--- config.mk ---
export PLATFORM = sky130hd
export DESIGN_NAME = pdep_seq
export DESIGN_NICKNAME = d
export VERILOG_FILES = /design/src/rtl/pdep_seq.sv
export SDC_FILE = /design/constraint.sdc
export NUM_CORES = 1
export LEC_CHECK = 0
export BUFFER_PORTS_ARGS = -buffer_cell sky130_fd_sc_hd__buf_2
export CORE_MARGIN = 2
export CORE_UTILIZATION = 48
export CTS_CLUSTER_SIZE = 40
export DETAILED_ROUTE_END_ITERATION = 8
export GPL_ROUTABILITY_DRIVEN = 0
export GPL_TIMING_DRIVEN = 0
export PLACE_DENSITY = 0.77
export SYNTH_ARGS = -nofsm -noshare
export SYNTH_HDL_FRONTEND = slang
export SYNTH_SLANG_ARGS = --single-unit
--- constraint.sdc ---
create_clock -name clock -period 1.5 [get_ports clock]
set_input_delay 0.15 -clock clock [delete_from_list [all_inputs] [get_ports clock]]
set_output_delay 0.15 -clock clock [all_outputs]
set_load 0.05 [all_outputs]
--- src/rtl/pdep_seq.sv ---
// Iterative parallel-deposit engine: scatters the low popcount(ci) bits of di
// into the set positions of ci, one mask position per clock, valid/ready on both sides.
// The result port is named dout because "do" is a reserved word.
module pdep_seq #(
   parameter int WIDTH = 8
) (
   input  logic                     clock,
   input  logic                     reset,
   input  logic                     in_valid,
   output logic                     in_ready,
   input  logic [WIDTH-1:0]         di,
   input  logic [WIDTH-1:0]         ci,
   output logic                     out_valid,
   input  logic                     out_ready,
   output logic [WIDTH-1:0]         dout,
   output logic [$clog2(WIDTH):0]   cnt
);

   localparam int CW = $clog2(WIDTH) + 1;
   localparam int PW = $clog2(WIDTH);

   localparam logic [1:0] IDLE = 2'd0;
   localparam logic [1:0] RUN  = 2'd1;
   localparam logic [1:0] DONE = 2'd2;

   logic [1:0]       state_r;
   logic [1:0]       state_s;
   logic [WIDTH-1:0] di_r;
   logic [WIDTH-1:0] di_s;
   logic [WIDTH-1:0] ci_r;
   logic [WIDTH-1:0] ci_s;
   logic [PW-1:0]    pos_r;
   logic [PW-1:0]    pos_s;
   logic [PW-1:0]    src_r;
   logic [PW-1:0]    src_s;
   logic [WIDTH-1:0] dout_s;
   logic [CW-1:0]    cnt_s;
   logic             in_ready_s;
   logic             out_valid_s;

   // Next-state and datapath update for one engine step
   always_comb begin
      state_s = state_r;
      di_s    = di_r;
      ci_s    = ci_r;
      pos_s   = pos_r;
      src_s   = src_r;
      dout_s  = dout;
      cnt_s   = cnt;
      case (state_r)
         IDLE: begin
            if (in_valid) begin
               di_s    = di;
               ci_s    = ci;
               dout_s  = '0;
               cnt_s   = '0;
               pos_s   = '0;
               src_s   = '0;
               state_s = RUN;
            end else begin
               state_s = IDLE;
            end
         end
         RUN: begin
            // src wraps only after the last set bit has been consumed, so it never indexes past WIDTH-1
            if (ci_r[pos_r]) begin
               dout_s[pos_r] = di_r[src_r];
               src_s         = src_r + PW'(1);
               cnt_s         = cnt + CW'(1);
            end else begin
               dout_s[pos_r] = 1'b0;
            end
            pos_s = pos_r + PW'(1);
            if (pos_r == PW'(WIDTH - 1)) begin
               state_s = DONE;
            end else begin
               state_s = RUN;
            end
         end
         DONE: begin
            if (out_ready) begin
               state_s = IDLE;
            end else begin
               state_s = DONE;
            end
         end
         default: begin
            state_s = IDLE;
         end
      endcase
      in_ready_s  = (state_s == IDLE);
      out_valid_s = (state_s == DONE);
   end

   // State, latched operands and registered outputs
   always_ff @(posedge clock) begin
      if (reset) begin
         state_r   <= IDLE;
         di_r      <= '0;
         ci_r      <= '0;
         pos_r     <= '0;
         src_r     <= '0;
         dout      <= '0;
         cnt       <= '0;
         in_ready  <= 1'b1;
         out_valid <= 1'b0;
      end else begin
         state_r   <= state_s;
         di_r      <= di_s;
         ci_r      <= ci_s;
         pos_r     <= pos_s;
         src_r     <= src_s;
         dout      <= dout_s;
         cnt       <= cnt_s;
         in_ready  <= in_ready_s;
         out_valid <= out_valid_s;
      end
   end

endmodule

==> out/metrics.yaml <==
sta:
  worst_pin_slew_ps: 457
  finClkSkew_ps: 7.17
  layout_min_cycle_time_ps: 1680
  fin_tns_setup_ps: -1220
  rsz0062_at_grt: "yes"
  report.final.setup_viol: 15
  holdWs_ps: 22.2
  slew-limit-headroom_pct: 69.5
  fin_crit_sh_pct: 112
  max_freq_ghz: 0.594
  slew_viol_final: 0
  hold_viol_final: 0
  layout_setup_ws_ps: -182
detailed_routing:
  wl_um: 4140
  vias: 1566
  drcViolationCount: 0
  wl_per_cell_um: 14.1
  antenna_left: 0
  viasPerCell: 5.34
  drt_iter0_drc: 64
  dr.pass1.iters: 4
floorplanning:
  die_h_um: 63.8
  row_count: 21
  dieWidth_um: 63.8
  dieArea_mm2: 0.00407
  coreArea_mm2: 0.00339
  start_util_pct: 50.6
  io_pins: 34
clock_network:
  clock_latency_ps: 350
  cts_tree: "built"
  cts-buffers-inserted: 5
  cts_max_path_buffers: 2
  clkSlewWorstSetupHoldPaths_ps: 110
  clock-sinks: 38
  cts-hold-fix-buffers: 0
  htreeDepth: 2
  root_buffer: "clkbuf_4"
yosys:
  synth.most_common_cell: "nand2_1"
  synth_compound_area_share_pct: 16.9
  netlist_instances: 196
  yosysSeqAreaShare_pct: 44.3
  synthAdderAreaFrac_pct: 2.92
  synth_seq_cells: 38
  yosys-top-cells-area: "dfxtp_1 44%, nand2_1 9.8%, a21oi_1 6.7%"
  syn_nets: 220
  yosysUniqueCellTypes: 34
  yosys.area.top_type: "dfxtp_1"
  async_flop_share_pct: 0
  ys.flop_type: "dfxtp_1"
  avgSynthCellArea_um2: 8.76
  synth_simple_gate_area_share_pct: 22.1
  synth_xor_area_share_pct: 0
  yosys-top-cells-count: "45 x nand2_1, 38 x dfxtp_1, 23 x a21oi_1"
  synth_edf_count: 0
  syn_area_mm2: 0.00172
  synth_top_family_by_area: "simple AND/OR/NAND/NOR gates"
  synth_top_area_share_pct: 44.3
  synthMuxAreaShare_pct: 10.1
  yosys_warnings: 0
global_routing:
  track_usage_pct: 19.7
  grt_pass1_vias: 1360
  grt_pass1_wl_um: 6160
  antenna_found_initial: 0
  grt_max_degree: 12
  overflow: 0
layout:
  area_growth_syn_to_layout_pct: 28.4
  n_antenna_cell: 0
  fin_util_pct: 65.0
  layoutNonFillerInstCount: 293
  drive_gt1_share_pct: 35.2
  final_nets: 270
run:
  cap_violations: 0
setup_path:
  critPathKind: "flip-flop to flip-flop"
  startpoint: "pos_r[0]"
  r2r_setup_slack_ps: -180
  cp-endpoint: "cnt[0]"
  cp-end-kind: "flip-flop"
  regToRegEndpoint: "cnt[0]"
  critPathArrivalTime_ps: 1940
  worstPathRequired_ps: 1750
  path_max_fanout: 5
  r2r_cells: 6
  startpoint_type: "flip-flop"
  r2r_start: "pos_r[0]"
outcome:
  outcome: "complete, but fails checks"
  violations: "setup timing"
pwr:
  cellPowerDensity_mw_per_mm2: 910
  ir_drop_uv: 631
  p_leak_nw: 0.907
placed_design:
  dp_cells: 275
  port_buffers: 33
  hpwl_um: 2620
min_path:
  hp-class: "input port to flip-flop"
-- layer usage --
layer  global-route usage, %  up-vias  share of wire (%)
met2                    32.0       39                 51
met3                    4.75        9                3.8
met1                    24.5      728                 43
li1                        -      790                  -
met5                       0        -                  0
met4                    8.97        0                2.2
-- worst min-delay path by stage --
stage | from | slack, ps | to | cells after the start
2_1_floorplan | di[4] | 290 | di_r[4] | 2
3_3_place_gp | ci[1] | 390 | ci_r[1] | 3
3_5_place_dp | ci[1] | 400 | ci_r[1] | 3
4_1_cts | ci[1] | 10 | ci_r[1] | 3
5_1_grt | ci[7] | 30 | ci_r[7] | 3
6_report | ci[1] | 20 | ci_r[1] | 3
-- registers in the layout, indices dropped and copies added, names as in the netlist --
name	flops
out_valid	1
src_r	3
ci_r	8
state_r	2
cnt	4
pos_r	3
in_ready	1
dout	8
di_r	8
-- where the power goes --
part,switching [mW],internal [mW],total (mW)
combinational,0.164,0.125,0.289
sequential,0.0246,1.04,1.07
clock,0.327,0.320,0.648
-- critical path, cell delays in order, from the launching register on --
cell and delay [ps]:
dfxtp_4 390, buf_6 120, mux2_4 320, buf_4 140
a22oi_2 280, a2111oi_2 130, a31o_1 200
-- through the flow --
step | setup slack (ps) | power [mW] | cell area, µm²
2_1_floorplan | 0.0846 | 1.25 | 1730
3_3_place_gp | -138 | 1.32 | 1950
3_5_place_dp | -174 | 1.33 | 1950
4_1_cts | -164 | 1.98 | 2060
5_1_grt | -192 | 2.09 | 2200
6_report | -182 | 2.00 | 2200
-- final cells by class --
type | instances | area (µm²)
timing repair buffer | 43 | 244
clock buffer | 8 | 78.8
multi-input combinational | 144 | 973
fill | 290 | 1190
tap | 46 | 57.6
buffer | 10 | 61.3
inverter | 4 | 15.0
sequential | 38 | 773
-- logic make-up after synthesis --
kind of cell | after synthesis
flops | 38
simple gates | 83
compound gates | 44
fa+ha+maj | 4
mux | 13
buf+inv | 14
-- timing repair --
item / in CTS / in global routing
pin swaps: 2 / 9
endpoints found under the hold margin: 0 / 0
buffers inserted: 3 / 7
gates resized for setup: 2 / 36
setup endpoints to repair: 25 / 26
-- cell usage in the layout, fill, tap and decap left out, types with 5 or more instances in the layout --
master / instances
clkbuf_1: 5
nand2_1: 45
clkbuf_4: 7
buf_2: 33
mux2i_1: 6
dfxtp_1: 32
buf_4: 9
nand3_1: 12
nor2_1: 8
a21oi_1: 20
(Power assumes the default switching activity.)
